## config.mk

```make
export PLATFORM = sky130hd
export DESIGN_NAME = vga_timing_gen_flat
export DESIGN_NICKNAME = d
export VERILOG_FILES = /design/src/rtl/vga_timing_gen_pkg.sv /design/src/rtl/vga_timing_gen_if.sv /design/src/rtl/vga_timing_gen_sync_delay.sv /design/src/rtl/vga_timing_gen.sv /design/src/flat_wrapper.sv
export SDC_FILE = /design/constraint.sdc
export NUM_CORES = 1
export LEC_CHECK = 0
export ABC_AREA = 1
export BUFFER_PORTS_ARGS = -buffer_cell sky130_fd_sc_hd__buf_2
export CAP_MARGIN = 10
export CELL_PAD_IN_SITES_DETAIL_PLACEMENT = 1
export CELL_PAD_IN_SITES_GLOBAL_PLACEMENT = 1
export CORE_AREA = 2 2 84 66
export DETAILED_ROUTE_END_ITERATION = 8
export DIE_AREA = 0 0 86 68
export PLACE_DENSITY_LB_ADDON = 0.08
export SLEW_MARGIN = 5
export SYNTH_ARGS = -nofsm -noshare
export SYNTH_HDL_FRONTEND = slang
export SYNTH_HIERARCHICAL = 1
export SYNTH_SLANG_ARGS = --single-unit
```

## constraint.sdc

```tcl
create_clock -name clk -period 2.4 [get_ports clk]
set_input_delay 0.36 -clock clk [delete_from_list [all_inputs] [get_ports clk]]
set_output_delay 0.36 -clock clk [all_outputs]
set_load 0.01 [all_outputs]
```

## src/rtl/vga_timing_gen_pkg.sv

```systemverilog
// Shared constants and types for the VGA raster timing block.
package vga_pkg;

    localparam int COORD_W = 10;
    localparam int RGB_W   = 8;

    // Default 640x480@60 Hz timing: pixels horizontally, lines vertically.
    localparam int DEF_CLK_DIV  = 4;
    localparam int DEF_H_ACTIVE = 640;
    localparam int DEF_H_FP     = 16;
    localparam int DEF_H_SYNC   = 96;
    localparam int DEF_H_BP     = 48;
    localparam int DEF_V_ACTIVE = 480;
    localparam int DEF_V_FP     = 10;
    localparam int DEF_V_SYNC   = 2;
    localparam int DEF_V_BP     = 33;
    localparam int DEF_PIPE_LAT = 3;

    // Sum of the four timing phases of one axis.
    function automatic int axis_total(input int active, input int fp, input int sync, input int bp);
        return active + fp + sync + bp;
    endfunction

    localparam int H_TOTAL = axis_total(DEF_H_ACTIVE, DEF_H_FP, DEF_H_SYNC, DEF_H_BP);
    localparam int V_TOTAL = axis_total(DEF_V_ACTIVE, DEF_V_FP, DEF_V_SYNC, DEF_V_BP);

    typedef logic [COORD_W-1:0] coord_t;
    typedef logic [RGB_W-1:0]   rgb_t;

    // Blank/sync flags that travel through the latency-matching delay line.
    typedef struct packed {
        logic act;
        logic hs;
        logic vs;
    } sync_bits_t;

    // Idle raster state: blanked, both syncs inactive (high).
    localparam sync_bits_t SYNC_IDLE = '{act: 1'b0, hs: 1'b1, vs: 1'b1};

endpackage

```

## src/rtl/vga_timing_gen_if.sv

```systemverilog
// Raster-side bundle between the timing generator, the sprite pipeline and the DAC.
interface vga_timing_gen_if;
    import vga_pkg::*;

    coord_t x;
    coord_t y;
    logic   en;
    logic   pix_tick;
    logic   frame_start;
    rgb_t   rgb_in;
    rgb_t   vga_rgb;
    logic   hsync;
    logic   vsync;

    // Timing generator side.
    modport master (
        output x, y, en, pix_tick, frame_start, vga_rgb, hsync, vsync,
        input  rgb_in
    );

    // Sprite pipeline / connector side.
    modport slave (
        input  x, y, en, pix_tick, frame_start, vga_rgb, hsync, vsync,
        output rgb_in
    );
endinterface

```

## src/rtl/vga_timing_gen_sync_delay.sv

```systemverilog
// WIDTH x DEPTH shift register with a per-bit reset value; DEPTH=0 is a wire.
module sync_delay #(
    parameter int               WIDTH   = 3,
    parameter int               DEPTH   = 3,
    parameter logic [WIDTH-1:0] RST_VAL = '0
) (
    input  logic             clk,
    input  logic             rst_n,
    input  logic [WIDTH-1:0] din,
    output logic [WIDTH-1:0] dout
);

    if (DEPTH == 0) begin : g_bypass
        // clk/rst_n have no function without stages; fold them into a dead net.
        logic bypass_unused;
        assign bypass_unused = clk ^ rst_n;
        assign dout          = din;
    end else begin : g_pipe
        logic [WIDTH-1:0] stage [DEPTH];

        // Shift the flags one stage per clk.
        always_ff @(posedge clk or negedge rst_n) begin
            if (!rst_n) begin
                // NOTE: every stage is reset, not just the output, so no stale sync pulse can leak out after reset.
                for (int i = 0; i < DEPTH; i++) stage[i] <= RST_VAL;
            end else begin
                // NOTE: non-blocking assignments make all stages sample their pre-edge neighbour, giving a true shift.
                stage[0] <= din;
                for (int i = 1; i < DEPTH; i++) stage[i] <= stage[i-1];
            end
        end

        assign dout = stage[DEPTH-1];
    end

endmodule

```

## src/rtl/vga_timing_gen.sv

```systemverilog
// VGA raster timing: pixel divider, x/y counters, sync decode, latency-matched output stage.
module vga_timing_gen
    import vga_pkg::*;
#(
    parameter int CLK_DIV  = DEF_CLK_DIV,
    parameter int H_ACTIVE = DEF_H_ACTIVE,
    parameter int H_FP     = DEF_H_FP,
    parameter int H_SYNC   = DEF_H_SYNC,
    parameter int H_BP     = DEF_H_BP,
    parameter int V_ACTIVE = DEF_V_ACTIVE,
    parameter int V_FP     = DEF_V_FP,
    parameter int V_SYNC   = DEF_V_SYNC,
    parameter int V_BP     = DEF_V_BP,
    parameter int PIPE_LAT = DEF_PIPE_LAT
) (
    input logic              clk,
    input logic              rst_n,
    vga_timing_gen_if.master vif
);

    localparam int     H_TOT    = axis_total(H_ACTIVE, H_FP, H_SYNC, H_BP);
    localparam int     V_TOT    = axis_total(V_ACTIVE, V_FP, V_SYNC, V_BP);
    localparam coord_t H_LAST   = coord_t'(H_TOT - 1);
    localparam coord_t V_LAST   = coord_t'(V_TOT - 1);
    localparam coord_t H_ACT_C  = coord_t'(H_ACTIVE);
    localparam coord_t V_ACT_C  = coord_t'(V_ACTIVE);
    localparam coord_t HS_START = coord_t'(H_ACTIVE + H_FP);
    localparam coord_t HS_END   = coord_t'(H_ACTIVE + H_FP + H_SYNC);
    localparam coord_t VS_START = coord_t'(V_ACTIVE + V_FP);
    localparam coord_t VS_END   = coord_t'(V_ACTIVE + V_FP + V_SYNC);
    localparam logic [3:0] DIV_LAST = 4'(CLK_DIV - 1);

    logic [3:0] div_cnt;
    logic       pix_tick;
    coord_t     x, y;
    logic       frame_start;
    logic       en, hs_raw, vs_raw;
    sync_bits_t raw_bits, dly_bits;
    rgb_t       vga_rgb;
    logic       hsync, vsync;

    assign pix_tick = (div_cnt == DIV_LAST);

    // Pixel-rate divider: counts 0..CLK_DIV-1 and wraps on the tick.
    always_ff @(posedge clk or negedge rst_n) begin
        if (!rst_n) div_cnt <= '0;
        else        div_cnt <= pix_tick ? '0 : div_cnt + 4'd1;
    end

    // Raster counters; frame_start is a one-clk pulse on the (last,last) -> (0,0) wrap.
    always_ff @(posedge clk or negedge rst_n) begin
        if (!rst_n) begin
            x           <= '0;
            y           <= '0;
            frame_start <= 1'b0;
        end else begin
            frame_start <= 1'b0;
            if (pix_tick) begin
                if (x == H_LAST) begin
                    x <= '0;
                    if (y == V_LAST) begin
                        y           <= '0;
                        frame_start <= 1'b1;
                    end else begin
                        y <= y + 1'b1;
                    end
                end else begin
                    x <= x + 1'b1;
                end
            end
        end
    end

    // Combinational decode of active video and raw (undelayed) syncs.
    always_comb begin
        // NOTE: defaults first so every path assigns every output and no latch is inferred.
        hs_raw = 1'b1;
        vs_raw = 1'b1;
        en     = (x < H_ACT_C) && (y < V_ACT_C);
        if (x >= HS_START && x < HS_END) hs_raw = 1'b0;
        if (y >= VS_START && y < VS_END) vs_raw = 1'b0;
    end

    assign raw_bits = '{act: en, hs: hs_raw, vs: vs_raw};

    sync_delay #(
        .WIDTH   (3),
        .DEPTH   (PIPE_LAT),
        .RST_VAL (SYNC_IDLE)
    ) u_sync_delay (
        .clk   (clk),
        .rst_n (rst_n),
        .din   (raw_bits),
        .dout  (dly_bits)
    );

    // Output register: syncs and blanked colour leave together, aligned with the sprite latency.
    always_ff @(posedge clk or negedge rst_n) begin
        if (!rst_n) begin
            hsync   <= 1'b1;
            vsync   <= 1'b1;
            vga_rgb <= '0;
        end else begin
            hsync   <= dly_bits.hs;
            vsync   <= dly_bits.vs;
            vga_rgb <= dly_bits.act ? vif.rgb_in : '0;
        end
    end

    assign vif.x           = x;
    assign vif.y           = y;
    assign vif.en          = en;
    assign vif.pix_tick    = pix_tick;
    assign vif.frame_start = frame_start;
    assign vif.vga_rgb     = vga_rgb;
    assign vif.hsync       = hsync;
    assign vif.vsync       = vsync;

endmodule

```

## src/flat_wrapper.sv

```systemverilog
// flat-port wrapper written by rule: the top's interface ports become plain ports
module vga_timing_gen_flat import vga_pkg::*;
#(
    parameter int CLK_DIV  = DEF_CLK_DIV,
    parameter int H_ACTIVE = DEF_H_ACTIVE,
    parameter int H_FP     = DEF_H_FP,
    parameter int H_SYNC   = DEF_H_SYNC,
    parameter int H_BP     = DEF_H_BP,
    parameter int V_ACTIVE = DEF_V_ACTIVE,
    parameter int V_FP     = DEF_V_FP,
    parameter int V_SYNC   = DEF_V_SYNC,
    parameter int V_BP     = DEF_V_BP,
    parameter int PIPE_LAT = DEF_PIPE_LAT
)
  (clk, rst_n, vif_x, vif_y, vif_en, vif_pix_tick, vif_frame_start, vif_vga_rgb, vif_hsync, vif_vsync, vif_rgb_in);
  vga_timing_gen_if vif_i ();
  input logic clk;
  input logic rst_n;
  output wire logic [$bits(vif_i.x)-1:0] vif_x;
  output wire logic [$bits(vif_i.y)-1:0] vif_y;
  output wire logic [$bits(vif_i.en)-1:0] vif_en;
  output wire logic [$bits(vif_i.pix_tick)-1:0] vif_pix_tick;
  output wire logic [$bits(vif_i.frame_start)-1:0] vif_frame_start;
  output wire logic [$bits(vif_i.vga_rgb)-1:0] vif_vga_rgb;
  output wire logic [$bits(vif_i.hsync)-1:0] vif_hsync;
  output wire logic [$bits(vif_i.vsync)-1:0] vif_vsync;
  input wire logic [$bits(vif_i.rgb_in)-1:0] vif_rgb_in;
  assign vif_x = vif_i.x;
  assign vif_y = vif_i.y;
  assign vif_en = vif_i.en;
  assign vif_pix_tick = vif_i.pix_tick;
  assign vif_frame_start = vif_i.frame_start;
  assign vif_vga_rgb = vif_i.vga_rgb;
  assign vif_hsync = vif_i.hsync;
  assign vif_vsync = vif_i.vsync;
  assign vif_i.rgb_in = vif_rgb_in;
  vga_timing_gen #(.CLK_DIV(CLK_DIV), .H_ACTIVE(H_ACTIVE), .H_FP(H_FP), .H_SYNC(H_SYNC), .H_BP(H_BP), .V_ACTIVE(V_ACTIVE), .V_FP(V_FP), .V_SYNC(V_SYNC), .V_BP(V_BP), .PIPE_LAT(PIPE_LAT)) u_core (.clk(clk), .rst_n(rst_n), .vif(vif_i));
endmodule
```

# ---- Word level (Yosys, flattened, before mapping)
# Index checks and enable logic that the tools add are counted.
dict set report totals {
  wordCells 35
  ff_bits 44
  output_inout_bits 33
}
dict set report op_classes {
  reduce_logical 4
  muxes 9
  add_sub_neg 3
  eq_ne 3
  n_lt_le_gt_ge 6
}
# operator count
set op_table {}
lappend op_table {{10-bit by 1-bit adder with 10-bit output, second input constant} 2}
lappend op_table {{10-bit equality test, second input constant} 2}
lappend op_table {{10-bit less-than comparator, second input constant} 2}
lappend op_table {{10-bit by 9-bit less-than comparator with 1-bit output, second input constant} 2}
lappend op_table {{10-bit two-way mux} 2}
lappend op_table {{10-bit >= comparator, second input constant} 1}
lappend op_table {{10-bit by 9-bit >= comparator with 1-bit output, second input constant} 1}
lappend op_table {{8-bit two-way mux} 1}
lappend op_table {{1-bit two-way mux} 5}
lappend op_table {{4-bit by 1-bit adder with 4-bit output, second input constant} 1}
lappend op_table {{4-bit by 2-bit equality test with 1-bit output, second input constant} 1}
lappend op_table {{4-bit two-way mux} 1}
lappend op_table {{1-bit logical AND} 3}
lappend op_table {{2-bit AND reduction} 1}

# ---- Longest topological paths before layout
dict set report depth {
  word_depth 4
  mapped_depth 8
  depth_no_buf 8
}

# ---- By module
# The synthesis kept the hierarchy.
# module area_each_um2 n_inst seq_area_each_um2 cells_each
set modules_own_cells {}
lappend modules_own_cells {vga_timing_gen 1823.0 1 878.3 226}
lappend modules_own_cells {sync_delay 255.2 1 232.7 12}

# ---- Worst setup path before layout
# No wires, ideal clock.
dict set report synth_path {
  path_type {register to output}
  startpoint {register u_core.y[6], in the netlist u_core/vif.y[6]}
  endpoint {output port vif_en}
  path_stages_with_launch 6
  arrival_time_ns 1.115
  path_buffers 0
  path_slack_ns 0.925
  cell_sequence {dfrtp_1 -> nand2_1 -> inv_1 -> nand3_1 -> inv_1 -> nor4_1}
}
dict set report synth_via {
  elab_chain_len 2
}
# element line_no
set synth_rtl {}
lappend synth_rtl {{from (decl)} vga_timing_gen.sv:35} ;# coord_t x, y;
lappend synth_rtl {{from (signal assigned)} vga_timing_gen.sv:65} ;# y <= y + 1'b1;
lappend synth_rtl {{10-bit by 9-bit less-than comparator with 1-bit output} vga_timing_gen.sv:79} ;# en = (x < H_ACT_C) && (y < V_ACT_C);
lappend synth_rtl {{1-bit logical AND} vga_timing_gen.sv:79}
lappend synth_rtl {{to (decl)} flat_wrapper.sv:21} ;# output wire logic [$bits(vif_i.en)-1:0] vif_en;
# No other way between the ends.

# ---- Worst setup path in the final report
# Ends and elaborated chain as after synthesis.

==> key figures <==
Run status
  • Status: complete, no violations

Synthesis
  • Count leader, synth: nand2_1
  • Top_reg_cell synth: dfrtp_1
  • Register area share after synthesis: 0.535
  • Library cells used by synthesis: 27
  • Largest cells by area after synthesis: dfrtp_1 43%, nand2_1 11%, dfstp_2 10%, inv_1 5.8%, nand3_1 4.6%
  • Post-synthesis async set-or-reset flop share: 1.00
  • Cell taking the most area after synthesis: dfrtp_1
  • Avg Cell Area, Syn: about 8.7 µm²
  • Mapped Nets: between 200 and 300
  • Yosys warns: 6
  • Number of enable flip-flop cells after synthesis: 0
  • Synth Register Bits: 44
  • Mapped Area: 2080 µm²
  • Mapped Cells: 238
  • Most frequent cells after synthesis: 59 x nand2_1, 36 x dfrtp_1, 32 x inv_1
  • Top-area cell type share of the netlist area: 0.433

Setup path
  • CP peak stage delay: about 0.46 ns
  • Crit-path cells: nand2_1, inv_1, nand3_1, inv_1, nor4_1, buf_2
  • Crit-path max FO: 7
  • Crit path buffers/inverters: 3
  • Most frequent CP cell: inv_1
  • Crit path DAT: roughly 1.7 ns
  • Setup crit start kind: flip-flop
  • R2R Setup Slk: 0.58 ns
  • Critical path capture point type: output pin
  • CP required: just over 2 ns
  • Worst path slowest cell: dfrtp_1
  • WS Path Type: reg2out
  • Crit path max-delay family: simple AND/OR/NAND/NOR gates

Floorplan
  • Die area: about 5800 µm²
  • Row cnt: 23
  • IO Pins: 43
  • Die extent in x: ~86 µm
  • Initial Util: 0.408
  • Core Box Area: roughly 5100 µm²
  • Die height: a little under 70 µm

STA
  • Minimum clock period: between 2 and 2.5 ns
  • Rel. slew slack: 0.626
  • Final setup viols: 0
  • Max Transition Viols Final: 0
  • Measured slew at the worst slew-check pin: between 0.5 and 0.6 ns
  • Final period utilization: 0.858
  • RSZ-0062 raised after global routing: no
  • FMAX: roughly 0.49 GHz
  • Fin Setup TNS: 0 ns
  • Final Hold Vio Count: 0
  • Clk_skew: about 0.0073 ns

Clocking
  • CTS Buffer Depth: 2
  • Post-CTS Setup Bufs: 0
  • Post_cts resized: 0
  • Worst skew pair latency: 0.29 ns
  • CTS Root Cell: clkbuf_8
  • CTS tree: done
  • Clock transition at path regs: 0.09 ns
  • Clock sinks: 44
  • Post-CTS Hold Buffers: 0
  • H-tree Lvls: 2
  • CTS buffer count: 5

Route
  • DR vias: around 1600
  • Post-route ant nets: 0
  • DR WL/cell: 13.7 µm
  • Starting DRC count in detailed routing: 80
  • Routed WL: roughly 4.7 mm
  • DRC errors left: 0
  • DRT Pass-1 Iters: 4
  • Vias per inst: about 4.8

Placement
  • Number of I/O port buffers: 42
  • DP Wirelength: about 3.5 mm
  • GP Congestion: ~0.76

Global route
  • Largest net degree at the start of global routing: between 40 and 50
  • Grt ovf: 0
  • Total GRT Usage: 0.179
  • Antenna violations before repair: 0
  • First-pass GRT wire length: a little under 8 mm
  • Vias in the first global route: between 1500 and 2000

Power and ir drop
  • Switch share: 0.227
  • Max rail drop VDD: 214 µV
  • Clock power share: 0.388
  • Pint: roughly 1 mW
  • Seq pwr share: 0.583
  • Sw Pwr: 0.291 mW
  • Power Density: ~530 nW/µm²
  • Overall power: 1.29 mW
  • P_leak: 1.31 nW
  • Comb power frac: 0.030

Cells and area
  • Fraction of final layout cells sized beyond drive strength 1: 0.275
  • Fin nets: just under 300
  • Diode count: 0
  • Synthesis-to-finish area growth: 17.4%

Hold path
  • Worst hold path type: in2async

Run
  • Max_cap viols: 0
[per-stage QoR]
| stage | cells | utilization | setup slack (ns) | hold WS, ns | cell area (µm²) |
|---|---|---|---|---|---|
| after floorplan | 238 | - | 0.925 | 0.0644 | 2080 |
| after global placement | 338 | 0.460 | 0.662 | 0.338 | 2340 |
| after detailed placement | 338 | 0.460 | 0.587 | 0.342 | 2340 |
| after CTS | 346 | 0.479 | 0.350 | 0.151 | 2440 |
| after global routing | 346 | 0.479 | 0.238 | 0.156 | 2440 |
| final | 346 | 0.479 | 0.340 | 0.123 | 2440 |
[cells by family after synthesis]
group           share of synthesized area
simple gates                        0.291
buf+inv                            0.0867
flops                               0.535
compound gates                     0.0325
xor+xnor                           0.0253
fa+ha+maj                          0.0301
[state kept, by name, indices dropped and copies added (netlist names)]
name,cells
u_core/div_cnt,4
u_core/vif.hsync,1
u_core/vif.x,10
u_core/vif.y,10
u_core/vif.frame_start,1
u_core/vif.vsync,1
u_core/u_sync_delay/g_pipe.stage,6
u_core/u_sync_delay/dout,3
u_core/vif.vga_rgb,8
[power groups by stage]
stage | Sequential [mW] | Combinational, mW | Clock (mW)
3_3_place_gp | 0.764 | 0.0394 | 0
3_5_place_dp | 0.764 | 0.0399 | 0
2_1_floorplan | 0.768 | 0.00490 | 0
6_report | 0.750 | 0.0380 | 0.498
5_1_grt | 0.750 | 0.0442 | 0.547
4_1_cts | 0.750 | 0.0399 | 0.517
[cell type report]
| type | instances | area [µm²] |
|---|---|---|
| fill | 632 | 2650 |
| sequential | 44 | 1110 |
| multi-input combinational | 150 | 787 |
| timing repair buffer | 43 | 218 |
| inverter | 39 | 149 |
| clock buffer | 6 | 82.6 |
| tap | 62 | 77.6 |
| clock inverter | 2 | 15.0 |
[placed cells by master (no fill, tap or decap), types with 2 or more instances in the layout]
master,n
clkbuf_8,6
o21ai_0,6
nand3_2,3
inv_2,6
nor2_2,3
nor3_1,4
nor4_1,2
nand4_1,4
inv_1,32
ha_1,5
o21ai_1,2
clkinvlp_4,2
xor2_1,6
nand3b_1,3
nand2_2,2
nor2_4,2
nand3_1,19
nand2_1,59
dfrtp_1,36
dfstp_2,8
buf_2,42
a21oi_1,4
nor2_1,23
[worst paths after layout]
| path | cells past startpoint | end | start |
|---|---|---|---|
| max in group asynchronous | 2 | u_core/u_sync_delay/g_pipe.stage[3] | rst_n |
| min | 2 | u_core/vif.y[1] | rst_n |
| min in group clk | 3 | u_core/vif.vga_rgb[4] | vif_rgb_in[4] |
| min reg2reg | 0 | u_core/u_sync_delay/g_pipe.stage[5] | u_core/u_sync_delay/g_pipe.stage[8] |
| max reg2reg | 7 | u_core/vif.y[6] | u_core/div_cnt[0] |
| max | 6 | vif_en | u_core/vif.y[6] |
[per-layer routing]
layer	routed length, µm	vias to the layer above	global-route usage	part of all wire
li1	-	825	-	-
met1	2530	787	0.260	0.53
met2	2000	28	0.267	0.42
met3	172	4	0.0434	0.036
met4	38	0	0.0456	0.0080
met5	0	-	0	0
Power figures use the tool's default switching activity.
